File: config.mk
export PLATFORM = sky130hd
export DESIGN_NAME = commit_unit
export DESIGN_NICKNAME = d
export VERILOG_FILES = /design/src/rtl/commit_unit.sv
export SDC_FILE = /design/constraint.sdc
export NUM_CORES = 1
export LEC_CHECK = 0
export CORE_MARGIN = 4
export CORE_UTILIZATION = 25
export DETAILED_ROUTE_END_ITERATION = 16
export SLEW_MARGIN = 20
export SYNTH_ARGS = -nofsm -noshare
export SYNTH_HDL_FRONTEND = slang
export SYNTH_SLANG_ARGS = --single-unit
File: constraint.sdc
create_clock -name clk -period 3.95 [get_ports clk]
set_input_delay 0.79 -clock clk [delete_from_list [all_inputs] [get_ports clk]]
set_output_delay 0.79 -clock clk [all_outputs]
set_load 0.05 [all_outputs]
File: src/rtl/commit_unit.sv
// commit_unit: in-order retirement stage sitting behind the reorder buffer.
// Pops the ROB head once it has finished (stores also wait for the store
// buffer), then presents the architectural side effects one cycle later:
// RAT write, free-list release, store commit and, for a mispredicted branch,
// a one-cycle redirect together with a FLUSH_CYCLES-long flush.
module commit_unit #(
    parameter int ROB_WIDTH      = 4,
    parameter int PHY_WIDTH      = 6,
    parameter int STORE_ID_WIDTH = 4,
    parameter int FLUSH_CYCLES   = 2
) (
    input  logic                      clk,
    input  logic                      rst_n,
    input  logic                      head_valid,
    input  logic                      head_finished,
    input  logic [ROB_WIDTH-1:0]      head_rob_id,
    input  logic [4:0]                head_rd_arch,
    input  logic [PHY_WIDTH-1:0]      head_rd_phy_old,
    input  logic [PHY_WIDTH-1:0]      head_rd_phy_new,
    input  logic                      head_is_store,
    input  logic [STORE_ID_WIDTH-1:0] head_store_id,
    input  logic                      head_mispredict,
    input  logic [31:0]               head_actual_target,
    input  logic                      store_commit_ready,
    output logic                      commit_pop,
    output logic                      commit_valid,
    output logic [ROB_WIDTH-1:0]      commit_rob_id,
    output logic                      arat_we,
    output logic [4:0]                arat_rd_arch,
    output logic [PHY_WIDTH-1:0]      arat_rd_phy,
    output logic                      free_valid,
    output logic [PHY_WIDTH-1:0]      free_phy,
    output logic                      store_commit_valid,
    output logic [STORE_ID_WIDTH-1:0] store_commit_id,
    output logic                      flush,
    output logic                      redirect_valid,
    output logic [31:0]               redirect_pc,
    output logic [63:0]               instret
);

    typedef enum logic {
        ST_RUN   = 1'b0,
        ST_FLUSH = 1'b1
    } state_t;

    // Counter is 4 bits wide: FLUSH_CYCLES is limited to 1..15.
    localparam logic [3:0] FLUSH_LOAD = 4'(FLUSH_CYCLES);

    state_t     state_q;
    state_t     state_d;
    logic [3:0] flush_cnt_q;
    logic [3:0] flush_cnt_d;

    // Head entry is retirable: finished, and a store needs the buffer ready.
    logic       head_retirable;
    logic       head_has_rd;

    // Stage p1: side effects of the instruction popped in the previous cycle.
    logic                      vld_p1;
    logic [ROB_WIDTH-1:0]      rob_id_p1;
    logic                      arat_we_p1;
    logic [4:0]                arat_rd_arch_p1;
    logic [PHY_WIDTH-1:0]      arat_rd_phy_p1;
    logic                      free_vld_p1;
    logic [PHY_WIDTH-1:0]      free_phy_p1;
    logic                      store_vld_p1;
    logic [STORE_ID_WIDTH-1:0] store_id_p1;
    logic                      redirect_vld_p1;
    logic [31:0]               redirect_pc_p1;
    logic [63:0]               instret_p1;

    // Zero a physical-register field unless its enable is set, so idle
    // cycles present all-zero side-effect buses.
    function automatic logic [PHY_WIDTH-1:0] gate_phy(input logic en,
                                                      input logic [PHY_WIDTH-1:0] val);
        return en ? val : '0;
    endfunction

    function automatic logic [4:0] gate_arch(input logic en, input logic [4:0] val);
        return en ? val : 5'd0;
    endfunction

    assign head_retirable = head_valid & head_finished &
                            (~head_is_store | store_commit_ready);
    assign head_has_rd    = (head_rd_arch != 5'd0);

    // State register: FSM state and remaining flush cycles.
    always_ff @(posedge clk) begin
        if (!rst_n) begin
            state_q     <= ST_RUN;
            flush_cnt_q <= 4'd0;
        end else begin
            state_q     <= state_d;
            flush_cnt_q <= flush_cnt_d;
        end
    end

    // Next-state logic: enter FLUSH on a mispredict pop, leave after the last
    // flush cycle has been presented.
    always_comb begin
        state_d     = state_q;
        flush_cnt_d = flush_cnt_q;
        unique case (state_q)
            ST_RUN: begin
                if (commit_pop && head_mispredict) begin
                    state_d     = ST_FLUSH;
                    flush_cnt_d = FLUSH_LOAD;
                end
            end
            ST_FLUSH: begin
                if (flush_cnt_q <= 4'd1) begin
                    state_d     = ST_RUN;
                    flush_cnt_d = 4'd0;
                end else begin
                    flush_cnt_d = flush_cnt_q - 4'd1;
                end
            end
            default: begin
                state_d     = ST_RUN;
                flush_cnt_d = 4'd0;
            end
        endcase
    end

    // Output logic: pop only in RUN and out of reset; flush mirrors the state.
    always_comb begin
        commit_pop = 1'b0;
        flush      = 1'b0;
        unique case (state_q)
            ST_RUN:   commit_pop = rst_n & head_retirable;
            ST_FLUSH: flush      = 1'b1;
            default: begin
                commit_pop = 1'b0;
                flush      = 1'b0;
            end
        endcase
    end

    // Side-effect register: capture the popped entry, zero otherwise.
    always_ff @(posedge clk) begin
        if (!rst_n) begin
            vld_p1          <= 1'b0;
            rob_id_p1       <= '0;
            arat_we_p1      <= 1'b0;
            arat_rd_arch_p1 <= 5'd0;
            arat_rd_phy_p1  <= '0;
            free_vld_p1     <= 1'b0;
            free_phy_p1     <= '0;
            store_vld_p1    <= 1'b0;
            store_id_p1     <= '0;
            redirect_vld_p1 <= 1'b0;
            redirect_pc_p1  <= 32'd0;
            instret_p1      <= 64'd0;
        end else begin
            vld_p1          <= commit_pop;
            rob_id_p1       <= commit_pop ? head_rob_id : '0;
            arat_we_p1      <= commit_pop & head_has_rd;
            arat_rd_arch_p1 <= gate_arch(commit_pop & head_has_rd, head_rd_arch);
            arat_rd_phy_p1  <= gate_phy(commit_pop & head_has_rd, head_rd_phy_new);
            free_vld_p1     <= commit_pop & head_has_rd;
            free_phy_p1     <= gate_phy(commit_pop & head_has_rd, head_rd_phy_old);
            store_vld_p1    <= commit_pop & head_is_store;
            store_id_p1     <= (commit_pop & head_is_store) ? head_store_id : '0;
            redirect_vld_p1 <= commit_pop & head_mispredict;
            redirect_pc_p1  <= (commit_pop & head_mispredict) ? head_actual_target : 32'd0;
            instret_p1      <= instret_p1 + 64'(commit_pop);
        end
    end

    assign commit_valid       = vld_p1;
    assign commit_rob_id      = rob_id_p1;
    assign arat_we            = arat_we_p1;
    assign arat_rd_arch       = arat_rd_arch_p1;
    assign arat_rd_phy        = arat_rd_phy_p1;
    assign free_valid         = free_vld_p1;
    assign free_phy           = free_phy_p1;
    assign store_commit_valid = store_vld_p1;
    assign store_commit_id    = store_id_p1;
    assign redirect_valid     = redirect_vld_p1;
    assign redirect_pc        = redirect_pc_p1;
    assign instret            = instret_p1;

endmodule
==> out/results.ini <==
[synthesis]
muxShareOfSynthArea=0.00203
synth_top_family_by_area=simple AND/OR/NAND/NOR gates
synth.avg_cell_area_um2=9.43
ys_seq_elements=130
synthCells=524
netlist_area_um2=4940
synth_simple_gate_area_frac=0.310
yosysWarnings=0
synthesis.nets=592
synth_cell_types=36
synth_xor_area_frac=0.0603
ys_seq_area_frac=0.527
synth_compound_area_frac=0.0699
synth-adder-area-share=0.0101

[power_and_ir_drop]
cellPowerDensity_nw_per_um2=385
p_leak_nw=2.69
ir_worst_vdd_uv=305

[grt]
met1_usage=0.160
grt_pass1_wl_um=23100
overflow=0
antenna_found_initial=0
met2_usage=0.209
grt_pass1_vias=4324
grt_max_degree=37
grt_use_met3=0.0634
grt_most_used_layer=met2
grt_use_total=0.133

[finish]
nFillCells=1957
final_cells=1008
final_area_um2=7770
antenna_cells=0
nNetsFinal=798
drive_above_1_share=0.0767
syn_to_final_growth_pct=57.3

[route]
drt-total-wl_um=14700
vias_per_cell=4.47
dr.pass1.iters=4
drc=0
drt_iter0_drc=185
routed-via-count=4502
wl_per_cell_um=14.6
drtAntennaViolNets=0

[worst_setup_path]
cpPeakStageDelay_ps=530
critical_path_class=in2reg
slowest_stage=or4_1
worstPathCellList=clkdlybuf4s50_1, nand4b_1, a21oi_1, ha_1, ha_1, nand4_2, nor4_4, buf_4, nand3_2, or4_1, a21oi_1
arrival_ps=3760
cp_data_required_time_ps=4290
r2r-end=instret[58]
worst-r2r-cell-count=10
cp-start-kind=input pin
end_kind=register
crit-reg2reg-launch=state_q
crit_fanout=16
reg2reg_setup_slack_ps=940

[min_path]
hp-class=reg2reg
hold_path_depth=2
hp-start=instret[63]
holdPathEnd=instret[63]

[clock_network]
cts_buffers=17
postCtsSetupRepairBufs=0
hold_buffers=0
clock_sinks=130
cts_resized=0
insertion_delay_ps=410
clk_path_buf_depth=2
htreeDepth=4
clk_pin_slew_ps=60
root_buffer=clkbuf_16
cts_tree=built

[sta]
drv_slew=0
max_freq_ghz=0.293
clock_skew_ps=10.8
hold_viol=0
layout_min_cycle_time_ps=3420
rsz0062_at_grt=no
max_slew_margin=0.558
period_share=0.865
tns_ps=0
finalSetupViolCount=0
hold_ws_ps=477
tightest_slew_ps=656

[flow_run]
max-cap-violations=0

[die]
rows=51
num_io_pins=192
core_um2=19500
die_h_um=149
die_x_um=149
start_util=0.254
die_area_um2=22100

[placement]
gp_congestion=0.770
dpl.cell_count=976
hpwl_um=11000
io_buffers=191
dpl-instance-area_um2=7210

[status]
outcome=completed

## synth_stat cells, drive strengths merged
cell type	count	area [µm²]
a21oi	33	165
and2	58	363
and3	8	50.1
and4	5	43.8
buf	4	22.5
clkbuf	11	41.3
dfxtp	130	2600
ha	4	50.1
inv	10	37.5
mux2i	1	10.0
nand2	26	97.6
nand2b	1	6.26
nand3	35	190
nand4	27	181
nand4b	2	17.5
nor2	50	188
nor2b	1	6.26
nor3	9	50.1
nor3b	1	7.51
nor4	13	143
o21a	1	7.51
o21ai	23	115
o22ai	2	12.5
o31ai	6	45.0
or2	1	6.26
or3	22	138
or4	6	45.0
xnor2	10	87.6
xor2	24	210
## cells by family (layout without fill, tap and decap cells)
| group | after synthesis | in the layout |
|---|---|---|
| and+or+nand+nor | 265 | 265 |
| AOI/OAI and AO/OA | 65 | 65 |
| DFF | 130 | 130 |
| buffers and inverters | 25 | 244 |
| adders and majority gates | 4 | 4 |
| xor gates and xnor gates | 34 | 34 |
| muxes | 1 | 1 |
## layer usage
layer | routed length (µm) | vias up
met3 | 1560 | 16
met5 | 0 | -
met4 | 172 | 0
li1 | - | 2259
met2 | 6870 | 161
met1 | 6110 | 2066
## power breakdown
group | switching (mW) | total [mW] | internal [mW]
clock network | 0.618 | 1.49 | 0.874
registers | 0.00401 | 1.33 | 1.32
logic | 0.0822 | 0.169 | 0.0865
total | 0.705 | 2.99 | 2.28
## cells in the final DEF, fill, tap and decap left out, types with 3 or more instances in the layout
master             n
nor2_1            50
inv_6              4
o31ai_1            6
nand4_1           25
inv_1              9
nor4_1             6
xnor2_1           10
dfxtp_1          130
nand3_2            3
or3_1             22
ha_1               4
nor3_1             8
and2_1            58
or4_1              6
nand3_1           32
and4_1             5
nor4_2             5
clkdlybuf4s50_1  190
clkinv_4           4
nand2_1           26
buf_4             11
and3_1             8
xor2_1            24
a21oi_1           33
o21ai_0           23
clkbuf_16         17
## per-stage QoR
| step | power, mW | util | setup slack [ps] |
|---|---|---|---|
| after floorplan | 1.43 | - | 53.0 |
| after global placement | 1.53 | 0.371 | 128 |
| after detailed placement | 1.53 | 0.371 | 78.0 |
| after CTS | 3.04 | 0.399 | 519 |
| after global routing | 3.09 | 0.399 | 330 |
| final | 2.99 | 0.399 | 534 |
## layout make-up
| type | instances | area, µm² | share of cell area |
|---|---|---|---|
| inverter | 10 | 37.5 | 0.00483 |
| sequential | 130 | 2600 | 0.335 |
| clock inverter | 13 | 125 | 0.0161 |
| clock buffer | 19 | 433 | 0.0557 |
| multi-input combinational | 369 | 2240 | 0.288 |
| timing repair buffer | 202 | 2000 | 0.258 |
| tap | 265 | 332 | 0.0427 |
## flip-flops by register name, indices dropped and copies added (netlist names), 4 cells and up
name and count:
store_commit_id 4, instret 64, flush_cnt_q 4, commit_rob_id 4, arat_rd_phy 6, arat_rd_arch 5, redirect_pc 32, free_phy 6
## worst max-delay path by stage
stage | startpoint | to | slack [ps] | cells after the start
2_1_floorplan | head_valid | instret[58] | 50 | 10
3_3_place_gp | rst_n | instret[58] | 130 | 11
3_5_place_dp | rst_n | instret[58] | 80 | 11
4_1_cts | rst_n | instret[58] | 520 | 11
5_1_grt | rst_n | instret[58] | 330 | 11
6_report | rst_n | instret[58] | 530 | 11
## worst max-delay path, delay by kind of cell
kind / cells / cell delay, ps
AND/OR/NAND/NOR: 5 / 1280
buffers and inverters: 2 / 810
adder cells (fa/ha/maj): 2 / 500
AO/OA/AOI/OAI: 2 / 360
Note: power is estimated with default switching activity, not from simulation.
